<file path="src/rtl/mux_pkg.sv">
`default_nettype none
// ============================================================================
// Module      : mux_pkg
// Description : Shared types and elaboration-time helpers for the pipelined
//               mux tree (tree depth and per-level node counts).
// Revision    : 1.0 - initial release
// ============================================================================
package mux_pkg;

    // Source of the lane index for a new sample.
    typedef enum logic {
        MODE_DIRECT = 1'b0,
        MODE_SCAN   = 1'b1
    } mux_mode_e;

    // Number of 4:1 levels needed to cover n leaves, i.e. ceil(log4(n)).
    function automatic int clog4(input int n);
        int l;
        int p;
        l = 0;
        p = 1;
        while (p < n) begin
            p = p * 4;
            l = l + 1;
        end
        return l;
    endfunction

    // Number of 4:1 muxes at tree level lvl for n leaves.
    function automatic int mux_nodes(input int n, input int lvl);
        int span;
        span = 1 << (2 * (lvl + 1));
        return (n + span - 1) / span;
    endfunction

endpackage
`default_nettype wire

</file>
<file path="src/rtl/mux_tree_stage.sv">
`default_nettype none
// ============================================================================
// Module      : mux_tree_stage
// Description : One registered level of 4:1 muxes. Carries the valid, index
//               and error sidecar alongside the data and holds when disabled.
// Revision    : 1.0 - initial release
// ============================================================================
module mux_tree_stage #(
    parameter int WIDTH   = 8,
    parameter int N_NODES = 1,
    parameter int SEL_W   = 4,
    parameter int LEVEL   = 0
) (
    input  logic                       clk,
    input  logic                       rst_n,
    input  logic                       en_i,
    input  logic                       valid_i,
    input  logic [SEL_W-1:0]           idx_i,
    input  logic                       err_i,
    input  logic [N_NODES*4*WIDTH-1:0] data_i,
    output logic                       valid_o,
    output logic [SEL_W-1:0]           idx_o,
    output logic                       err_o,
    output logic [N_NODES*WIDTH-1:0]   data_o
);

    logic [1:0]               w_sel;
    logic [N_NODES*WIDTH-1:0] data_d;
    logic [N_NODES*WIDTH-1:0] data_q;
    logic                     valid_q;
    logic [SEL_W-1:0]         idx_q;
    logic                     err_q;

    // Each level consumes its own pair of index bits.
    assign w_sel = idx_i[2*LEVEL +: 2];

    // Pick one of four children per node; an out-of-range index yields zero.
    always_comb begin
        data_d = '0;
        for (int n = 0; n < N_NODES; n++) begin
            data_d[n*WIDTH +: WIDTH] = data_i[(n*4 + int'(w_sel))*WIDTH +: WIDTH];
        end
        if (err_i) begin
            data_d = '0;
        end
    end

    // Level register: loads on enable, otherwise holds for backpressure.
    always_ff @(posedge clk or negedge rst_n) begin
        if (!rst_n) begin
            data_q  <= '0;
            valid_q <= 1'b0;
            idx_q   <= '0;
            err_q   <= 1'b0;
        end else if (en_i) begin
            data_q  <= data_d;
            valid_q <= valid_i;
            idx_q   <= idx_i;
            err_q   <= err_i;
        end
    end

    assign data_o  = data_q;
    assign valid_o = valid_q;
    assign idx_o   = idx_q;
    assign err_o   = err_q;

endmodule
`default_nettype wire

</file>
<file path="src/rtl/mux_tree_pipe.sv">
`default_nettype none
// ============================================================================
// Module      : mux_tree_pipe
// Description : Pipelined N_IN:1 mux tree of WIDTH-bit lanes with valid/ready
//               handshake, whole-pipe backpressure and an internal scan
//               counter that steps through the lanes.
// Revision    : 1.0 - initial release
// ============================================================================
module mux_tree_pipe
    import mux_pkg::*;
#(
    parameter  int WIDTH  = 8,
    parameter  int N_IN   = 16,
    localparam int LEVELS = clog4(N_IN),
    localparam int SEL_W  = 2 * LEVELS
) (
    input  logic                  clk,
    input  logic                  rst_n,
    input  logic [N_IN*WIDTH-1:0] in_data_i,
    input  logic [SEL_W-1:0]      sel_i,
    input  logic                  scan_en_i,
    input  logic                  in_valid_i,
    output logic                  in_ready_o,
    output logic [WIDTH-1:0]      out_data_o,
    output logic [SEL_W-1:0]      out_idx_o,
    output logic                  out_err_o,
    output logic                  out_valid_o,
    input  logic                  out_ready_i
);

    mux_mode_e        w_mode;
    logic             w_stall;
    logic             w_accept;
    logic [SEL_W-1:0] w_idx;
    logic             w_err;
    logic [SEL_W-1:0] scan_cnt_d;
    logic [SEL_W-1:0] scan_cnt_q;

    assign w_mode     = scan_en_i ? MODE_SCAN : MODE_DIRECT;
    // The whole pipe freezes while the consumer refuses a valid beat.
    assign w_stall    = out_valid_o & ~out_ready_i;
    assign in_ready_o = ~w_stall;
    assign w_accept   = in_valid_i & in_ready_o;
    assign w_idx      = (w_mode == MODE_SCAN) ? scan_cnt_q : sel_i;
    assign w_err      = 32'(w_idx) >= 32'(N_IN);

    // Scan counter steps only on accepted scan samples and wraps at N_IN-1.
    always_comb begin
        scan_cnt_d = scan_cnt_q;
        if (w_accept && (w_mode == MODE_SCAN)) begin
            if (scan_cnt_q == SEL_W'(N_IN - 1)) begin
                scan_cnt_d = '0;
            end else begin
                scan_cnt_d = scan_cnt_q + SEL_W'(1);
            end
        end
    end

    // Scan counter register; survives mode switches, cleared only by reset.
    always_ff @(posedge clk or negedge rst_n) begin
        if (!rst_n) begin
            scan_cnt_q <= '0;
        end else begin
            scan_cnt_q <= scan_cnt_d;
        end
    end

    genvar j;
    generate
        for (j = 0; j < LEVELS; j++) begin : g_lvl
            localparam int NN = mux_nodes(N_IN, j);

            logic [NN*4*WIDTH-1:0] w_in;
            logic [NN*WIDTH-1:0]   w_out;
            logic                  w_vin;
            logic                  w_vout;
            logic [SEL_W-1:0]      w_iin;
            logic [SEL_W-1:0]      w_iout;
            logic                  w_ein;
            logic                  w_eout;

            if (j == 0) begin : g_head
                // Leaves past N_IN are zero-padded so they read as 0.
                assign w_in  = (NN*4*WIDTH)'(in_data_i);
                assign w_vin = in_valid_i;
                assign w_iin = w_idx;
                assign w_ein = w_err;
            end else begin : g_link
                assign w_in  = (NN*4*WIDTH)'(g_lvl[j-1].w_out);
                assign w_vin = g_lvl[j-1].w_vout;
                assign w_iin = g_lvl[j-1].w_iout;
                assign w_ein = g_lvl[j-1].w_eout;
            end

            mux_tree_stage #(
                .WIDTH   (WIDTH),
                .N_NODES (NN),
                .SEL_W   (SEL_W),
                .LEVEL   (j)
            ) u_stage (
                .clk     (clk),
                .rst_n   (rst_n),
                .en_i    (~w_stall),
                .valid_i (w_vin),
                .idx_i   (w_iin),
                .err_i   (w_ein),
                .data_i  (w_in),
                .valid_o (w_vout),
                .idx_o   (w_iout),
                .err_o   (w_eout),
                .data_o  (w_out)
            );
        end
    endgenerate

    assign out_data_o  = g_lvl[LEVELS-1].w_out;
    assign out_valid_o = g_lvl[LEVELS-1].w_vout;
    assign out_idx_o   = g_lvl[LEVELS-1].w_iout;
    assign out_err_o   = g_lvl[LEVELS-1].w_eout;

endmodule
`default_nettype wire

</file>
<file path="config.mk">
export PLATFORM = sky130hd
export DESIGN_NAME = mux_tree_pipe
export DESIGN_NICKNAME = d
export VERILOG_FILES = /design/src/rtl/mux_pkg.sv /design/src/rtl/mux_tree_stage.sv /design/src/rtl/mux_tree_pipe.sv
export SDC_FILE = /design/constraint.sdc
export NUM_CORES = 1
export LEC_CHECK = 0
export CELL_PAD_IN_SITES_DETAIL_PLACEMENT = 1
export CELL_PAD_IN_SITES_GLOBAL_PLACEMENT = 1
export CORE_MARGIN = 5
export CORE_UTILIZATION = 33
export DETAILED_ROUTE_END_ITERATION = 8
export GPL_ROUTABILITY_DRIVEN = 0
export HOLD_SLACK_MARGIN = 0.05
export PLACE_DENSITY_LB_ADDON = 0.1
export SLEW_MARGIN = 30
export SYNTH_ARGS = -nofsm -noshare
export SYNTH_HDL_FRONTEND = slang
export SYNTH_SLANG_ARGS = --single-unit
</file>
<file path="constraint.sdc">
create_clock -name clk -period 2.65 [get_ports clk]
set_input_delay 0.53 -clock clk [delete_from_list [all_inputs] [get_ports clk]]
set_output_delay 0.53 -clock clk [all_outputs]
set_load 0.05 [all_outputs]
</file>
Yosys cells after proc, flatten, opt, wreduce, memory -nomap -nowiden
Index checks and enable logic that the tools add are counted.

Memories: 0. Register bits: 54. RAM bits: 0. ROM bits: 0. Bits in latches: 0.

Reductions and logical operators: 1. $add $sub $neg: 4. Order comparisons: 0. Shifts and indexed selects: 5. Divide/modulo/power cells: 0. Equal/unequal tests: 1. Mux-type cells: 3. Multipliers: 0. Bitwise operators: 4.

Operators by type and width (number): indexed part select 128 x 32 -> 8 bit (3); indexed part select 128 x 6 -> 8 bit (1); indexed part select 32 x 6 -> 8 bit (1); adder 4 x 2 -> 5 bit (first input constant) (2); two-way mux 4 bit (2); adder 3 x 2 -> 4 bit (first input constant) (1); adder 4 x 1 -> 4 bit (second input constant) (1); == test 4 bit (second input constant) (1); bitwise AND 1 bit (2); inverter 1 bit (2); logical AND 1 bit (1); two-way mux 1 bit (1).

Logic depth before layout (Yosys ltp)
Depth in word-level cells: 5. Depth in mapped cells: 7. Gate-level depth less buffers: 4.

Hierarchy
From an unflattened synthesis, not the netlist that was laid out.

Cells, all modules: 259. Area total of the unflattened synthesis: 3433.3 um^2.

By module, submodules not included: mux_tree_stage at g_lvl[0].u_stage (instances 1, area each 2456.1 um^2, cells an instance 192); mux_tree_stage at g_lvl[1].u_stage (instances 1, area each 701.9 um^2, cells an instance 42); mux_tree_pipe (instances 1, area each 275.3 um^2, cells an instance 25).

Worst setup path before layout
Ideal clock, no wire load.

Path type: reg-to-output. Start: reg g_lvl[1].u_stage.valid_q. End: out in_ready_o. Data arrival time: 1.638 ns. Buffers on the path: 3. Required time: 2.120 ns. Cell stages (with the launch flop): 5. Path slack: 0.482 ns. Path through: dfrtp_1 > nand2b_1 > buf_2 > buf_2 > buf_1.

Longest elaborated chain between the ends: 2.

Ends and longest elaborated chain: start, declared (line mux_tree_stage.sv:30) `logic valid_q;`; start signal, assigned (line mux_tree_stage.sv:57) `valid_q <= valid_i;`; bitwise AND 1 bit (line mux_tree_pipe.sv:41) `assign w_stall = out_valid_o & ~out_ready_i;`; inverter 1 bit; end, declared (line mux_tree_pipe.sv:23) `output logic in_ready_o,`.

Every way passes these cells.

Worst setup path after layout
Start: in out_ready_i. End: out in_ready_o.

Longest elaborated chain between the ends: 3.

Ends and longest elaborated chain: start, declared (line mux_tree_pipe.sv:28) `input logic out_ready_i`; inverter 1 bit (line mux_tree_pipe.sv:41); bitwise AND 1 bit (line mux_tree_pipe.sv:41); inverter 1 bit.

Every way passes these cells.

==> metrics.txt <==
# TYPE chip_impl_metric gauge
chip_impl_info{name="status",value="completed"} 1
chip_impl_info{name="rr_endpoint",value="g_lvl[0].u_stage.data_o[7]"} 1
chip_impl_metric{name="syn-instance-count",unit=""} 455
chip_impl_metric{name="timing.final.hold_violations",unit=""} 0
chip_impl_metric{name="start_util",unit="%"} 33.9
chip_impl_info{name="tritoncts",value="done"} 1
chip_impl_metric{name="postSynth.asyncResetShare",unit="%"} 100
chip_impl_metric{name="finalSetupViolCount",unit=""} 0
chip_impl_metric{name="first_global_vias",unit=""} 4269
chip_impl_info{name="rsz0062_at_grt",value="false"} 1
chip_impl_metric{name="area_growth",unit="%"} 46.5
chip_impl_metric{name="post_route_cells_drive_above_1_share",unit="%"} 9.79
chip_impl_metric{name="seq_total_area_yosys",unit="%"} 36.6
chip_impl_metric{name="core-area",unit="um2"} 10900
chip_impl_metric{name="drt_pre_antenna_iters",unit=""} 5
chip_impl_info{name="worst_setup_sp",value="out_ready_i"} 1
chip_impl_metric{name="layout.nets",unit=""} 719
chip_impl_metric{name="io_pins",unit=""} 152
chip_impl_info{name="cp_endpoint_kind",value="primary output"} 1
chip_impl_metric{name="wirelength_per_cell",unit="um"} 20.2
chip_impl_metric{name="max_slew_violation_count",unit=""} 0
chip_impl_metric{name="diodes",unit=""} 0
chip_impl_metric{name="tns",unit="ns"} 0
chip_impl_info{name="worstSetupEndpoint",value="in_ready_o"} 1
chip_impl_metric{name="postSynthAreaPerCell",unit="um2"} 8.10
chip_impl_metric{name="clk_latency",unit="ns"} 0.31
chip_impl_info{name="synthFlopType",value="sky130_fd_sc_hd__dfrtp_1"} 1
chip_impl_metric{name="final.setup_skew",unit="ns"} 0.00969
chip_impl_metric{name="grt_start_max_net_pins",unit=""} 40
chip_impl_metric{name="worst_slew_margin_rel",unit="%"} 55.0
chip_impl_metric{name="grt_pass1_wl",unit="um"} 22900
chip_impl_metric{name="die_x",unit="um"} 116
chip_impl_metric{name="postCtsResizedCells",unit=""} 0
chip_impl_metric{name="maxClockFrequency",unit="MHz"} 476
chip_impl_info{name="timing_worst_setup_path_type",value="input port to primary output"} 1
chip_impl_metric{name="grt_antenna_before_repair",unit=""} 0
chip_impl_metric{name="reg2reg_slack",unit="ns"} 0.73
chip_impl_metric{name="leakage",unit="nW"} 2.19
chip_impl_metric{name="ant_nets",unit=""} 0
chip_impl_metric{name="dpl_cell_area",unit="um2"} 5290
chip_impl_metric{name="final.min_clock_period",unit="ns"} 2.10
chip_impl_metric{name="worstPathArrival",unit="ns"} 1.57
chip_impl_metric{name="final.hold.worst_slack",unit="ns"} 0.248
chip_impl_metric{name="final_critical_path_setup_slack",unit="ns"} 0.551
chip_impl_info{name="timing.rr.start",value="scan_cnt_q[0]"} 1
chip_impl_metric{name="netlist_area",unit="um2"} 3690
chip_impl_info{name="synth_commonest_cells",value="sky130_fd_sc_hd__nor2_1, sky130_fd_sc_hd__o22ai_1, sky130_fd_sc_hd__dfrtp_1"} 1
chip_impl_metric{name="r2r.worst_path.cells",unit=""} 4
chip_impl_metric{name="maxCapViolCount",unit=""} 0
chip_impl_info{name="min_path_type",value="input port to async pin"} 1
chip_impl_metric{name="cts_inserted_buffers",unit=""} 5
chip_impl_metric{name="setup_fix_bufs_post_cts",unit=""} 0
chip_impl_metric{name="clk_pin_slew",unit="ns"} 0.09
chip_impl_metric{name="num_rows",unit=""} 38
chip_impl_metric{name="grt.overflow.total",unit=""} 0
chip_impl_metric{name="detailedRoute.firstIterationViolations",unit=""} 205
chip_impl_metric{name="yosysWarnings",unit=""} 0
chip_impl_metric{name="dr_total_vias",unit=""} 3988
chip_impl_metric{name="die-height",unit="um"} 116
chip_impl_metric{name="post-place-ws",unit="ns"} 0.264
chip_impl_metric{name="grt_use_total",unit="%"} 21.8
chip_impl_metric{name="synth-edff-count",unit=""} 0
chip_impl_info{name="yosys.cell_count.top_type",value="sky130_fd_sc_hd__nor2_1"} 1
chip_impl_metric{name="drt-total-wl",unit="um"} 14600
chip_impl_metric{name="post-route-util",unit="%"} 49.6
chip_impl_metric{name="ir_worst_vdd",unit="mV"} 0.610
chip_impl_metric{name="dieArea",unit="um2"} 13400
chip_impl_metric{name="cp_max_fo",unit=""} 32
chip_impl_metric{name="max-clock-path-buffers",unit=""} 2
chip_impl_metric{name="power.density_cell_area",unit="nW/um2"} 777
chip_impl_metric{name="critical_path_required",unit="ns"} 2.12
chip_impl_metric{name="stdcell_area",unit="um2"} 5400
chip_impl_metric{name="detail_route.drc_violations",unit=""} 0
chip_impl_metric{name="fin_crit_sh",unit="%"} 79.2
chip_impl_metric{name="dpl.hpwl",unit="um"} 11300
chip_impl_metric{name="cts.htree.levels",unit=""} 2
chip_impl_metric{name="fillers",unit=""} 1321
chip_impl_metric{name="numPortBuffers",unit=""} 150
chip_impl_metric{name="post-synth-top-area-fraction",unit="%"} 36.6
chip_impl_info{name="synth_largest_area_cell",value="sky130_fd_sc_hd__dfrtp_1"} 1
chip_impl_metric{name="vias_per_cell",unit=""} 5.52
chip_impl_metric{name="yosys_register_bits",unit=""} 54
chip_impl_metric{name="max_slew.worst_pin.slew",unit="ns"} 0.676
chip_impl_metric{name="synth.distinct_cells",unit=""} 32
chip_impl_metric{name="cts-hold-fix-buffers",unit=""} 0
chip_impl_metric{name="synth_nets",unit=""} 593
chip_impl_metric{name="cts.sinks",unit=""} 54
chip_impl_info{name="type_of_element_launching_the_critical_path",value="input port"} 1
chip_impl_info{name="synth.top_cells.by_area",value="sky130_fd_sc_hd__dfrtp_1, sky130_fd_sc_hd__o22ai_1, sky130_fd_sc_hd__nor2_1"} 1
chip_impl_info{name="ctsRootBufferMaster",value="sky130_fd_sc_hd__clkbuf_8"} 1
## layer usage
layer / GRT usage, % / wire, um / vias to the layer above
met5: 0 / 0 / -
met2: 35.3 / 6890 / 146
li1: - / - / 1880
met1: 31.1 / 6610 / 1952
met3: 3.66 / 924 / 10
met4: 4.02 / 139 / 0
## worst max-delay path, stage by stage
cell and delay (ns):
sky130_fd_sc_hd__clkdlybuf4s50_1 0.46, sky130_fd_sc_hd__nand2b_4 0.37, sky130_fd_sc_hd__buf_12 0.19
## worst min-delay path by stage
stage | startpoint | to | slack (ns) | cells past startpoint
finish | rst_n | g_lvl[1].u_stage.idx_o[1] | 0.25 | 1
floorplan | rst_n | g_lvl[0].u_stage.data_o[0] | 0.23 | 0
CTS | rst_n | g_lvl[1].u_stage.idx_o[1] | 0.26 | 1
global placement | g_lvl[0].u_stage.valid_o | g_lvl[1].u_stage.valid_o | 0.44 | 1
detailed placement | g_lvl[1].u_stage.idx_o[2] | g_lvl[1].u_stage.idx_o[2] | 0.48 | 1
global route | rst_n | g_lvl[1].u_stage.idx_o[1] | 0.28 | 1
## stage by stage
stage                     power (mW)  cells
after floorplan                 2.79    455
after global placement          3.56    714
after detailed placement        3.65    714
after CTS                       4.23    722
after global routing            4.47    722
final                           4.20    722
## state kept, by name (all words and copies together) (netlist names)
register / flops
g_lvl.u_stage.data_o: 40
g_lvl.u_stage.idx_o: 8
g_lvl.u_stage.valid_o: 2
scan_cnt_q: 4
## power by group
group / total, mW / internal, mW / switching [mW]
Combinational: 2.14 / 0.955 / 1.19
Sequential: 1.48 / 1.14 / 0.344
Clock: 0.570 / 0.284 / 0.286
## placed cells by master, fill, tap and decap left out, drive strengths merged, types with 2 or more instances in the layout
master and count:
mux2i 9, a221oi 3, o22ai 57, and3 2, o21ai 29, a21oi 62, nand2 5, inv 30
nor2 93, a31oi 30, clkdlybuf4s50 147, clkbuf 5, mux2 16, mux4 8, buf 18, nand2b 4
dfrtp 54
## logic make-up after synthesis
| logic type | synth area share (%) |
|---|---|
| AO/OA/AOI/OAI | 29.7 |
| XOR/XNOR | 0.238 |
| adder cells (fa/ha/maj) | 0.339 |
| buffers and inverters | 9.37 |
| flip-flops | 36.6 |
| multiplexers | 12.3 |
| other | 0.102 |
| AND/OR/NAND/NOR | 11.3 |
## area by class of cell
cell class	count	area [um2]	share of cell area (%)
multi-input cells	326	2000	37.1
clock inverters	3	43.8	0.811
well taps	140	175	3.24
flip-flops and latches	54	1350	25.0
repair buffers	165	1650	30.6
inverters	29	109	2.01
clock buffers	5	68.8	1.27
No activity file was read; power rests on OpenSTA's default activity.
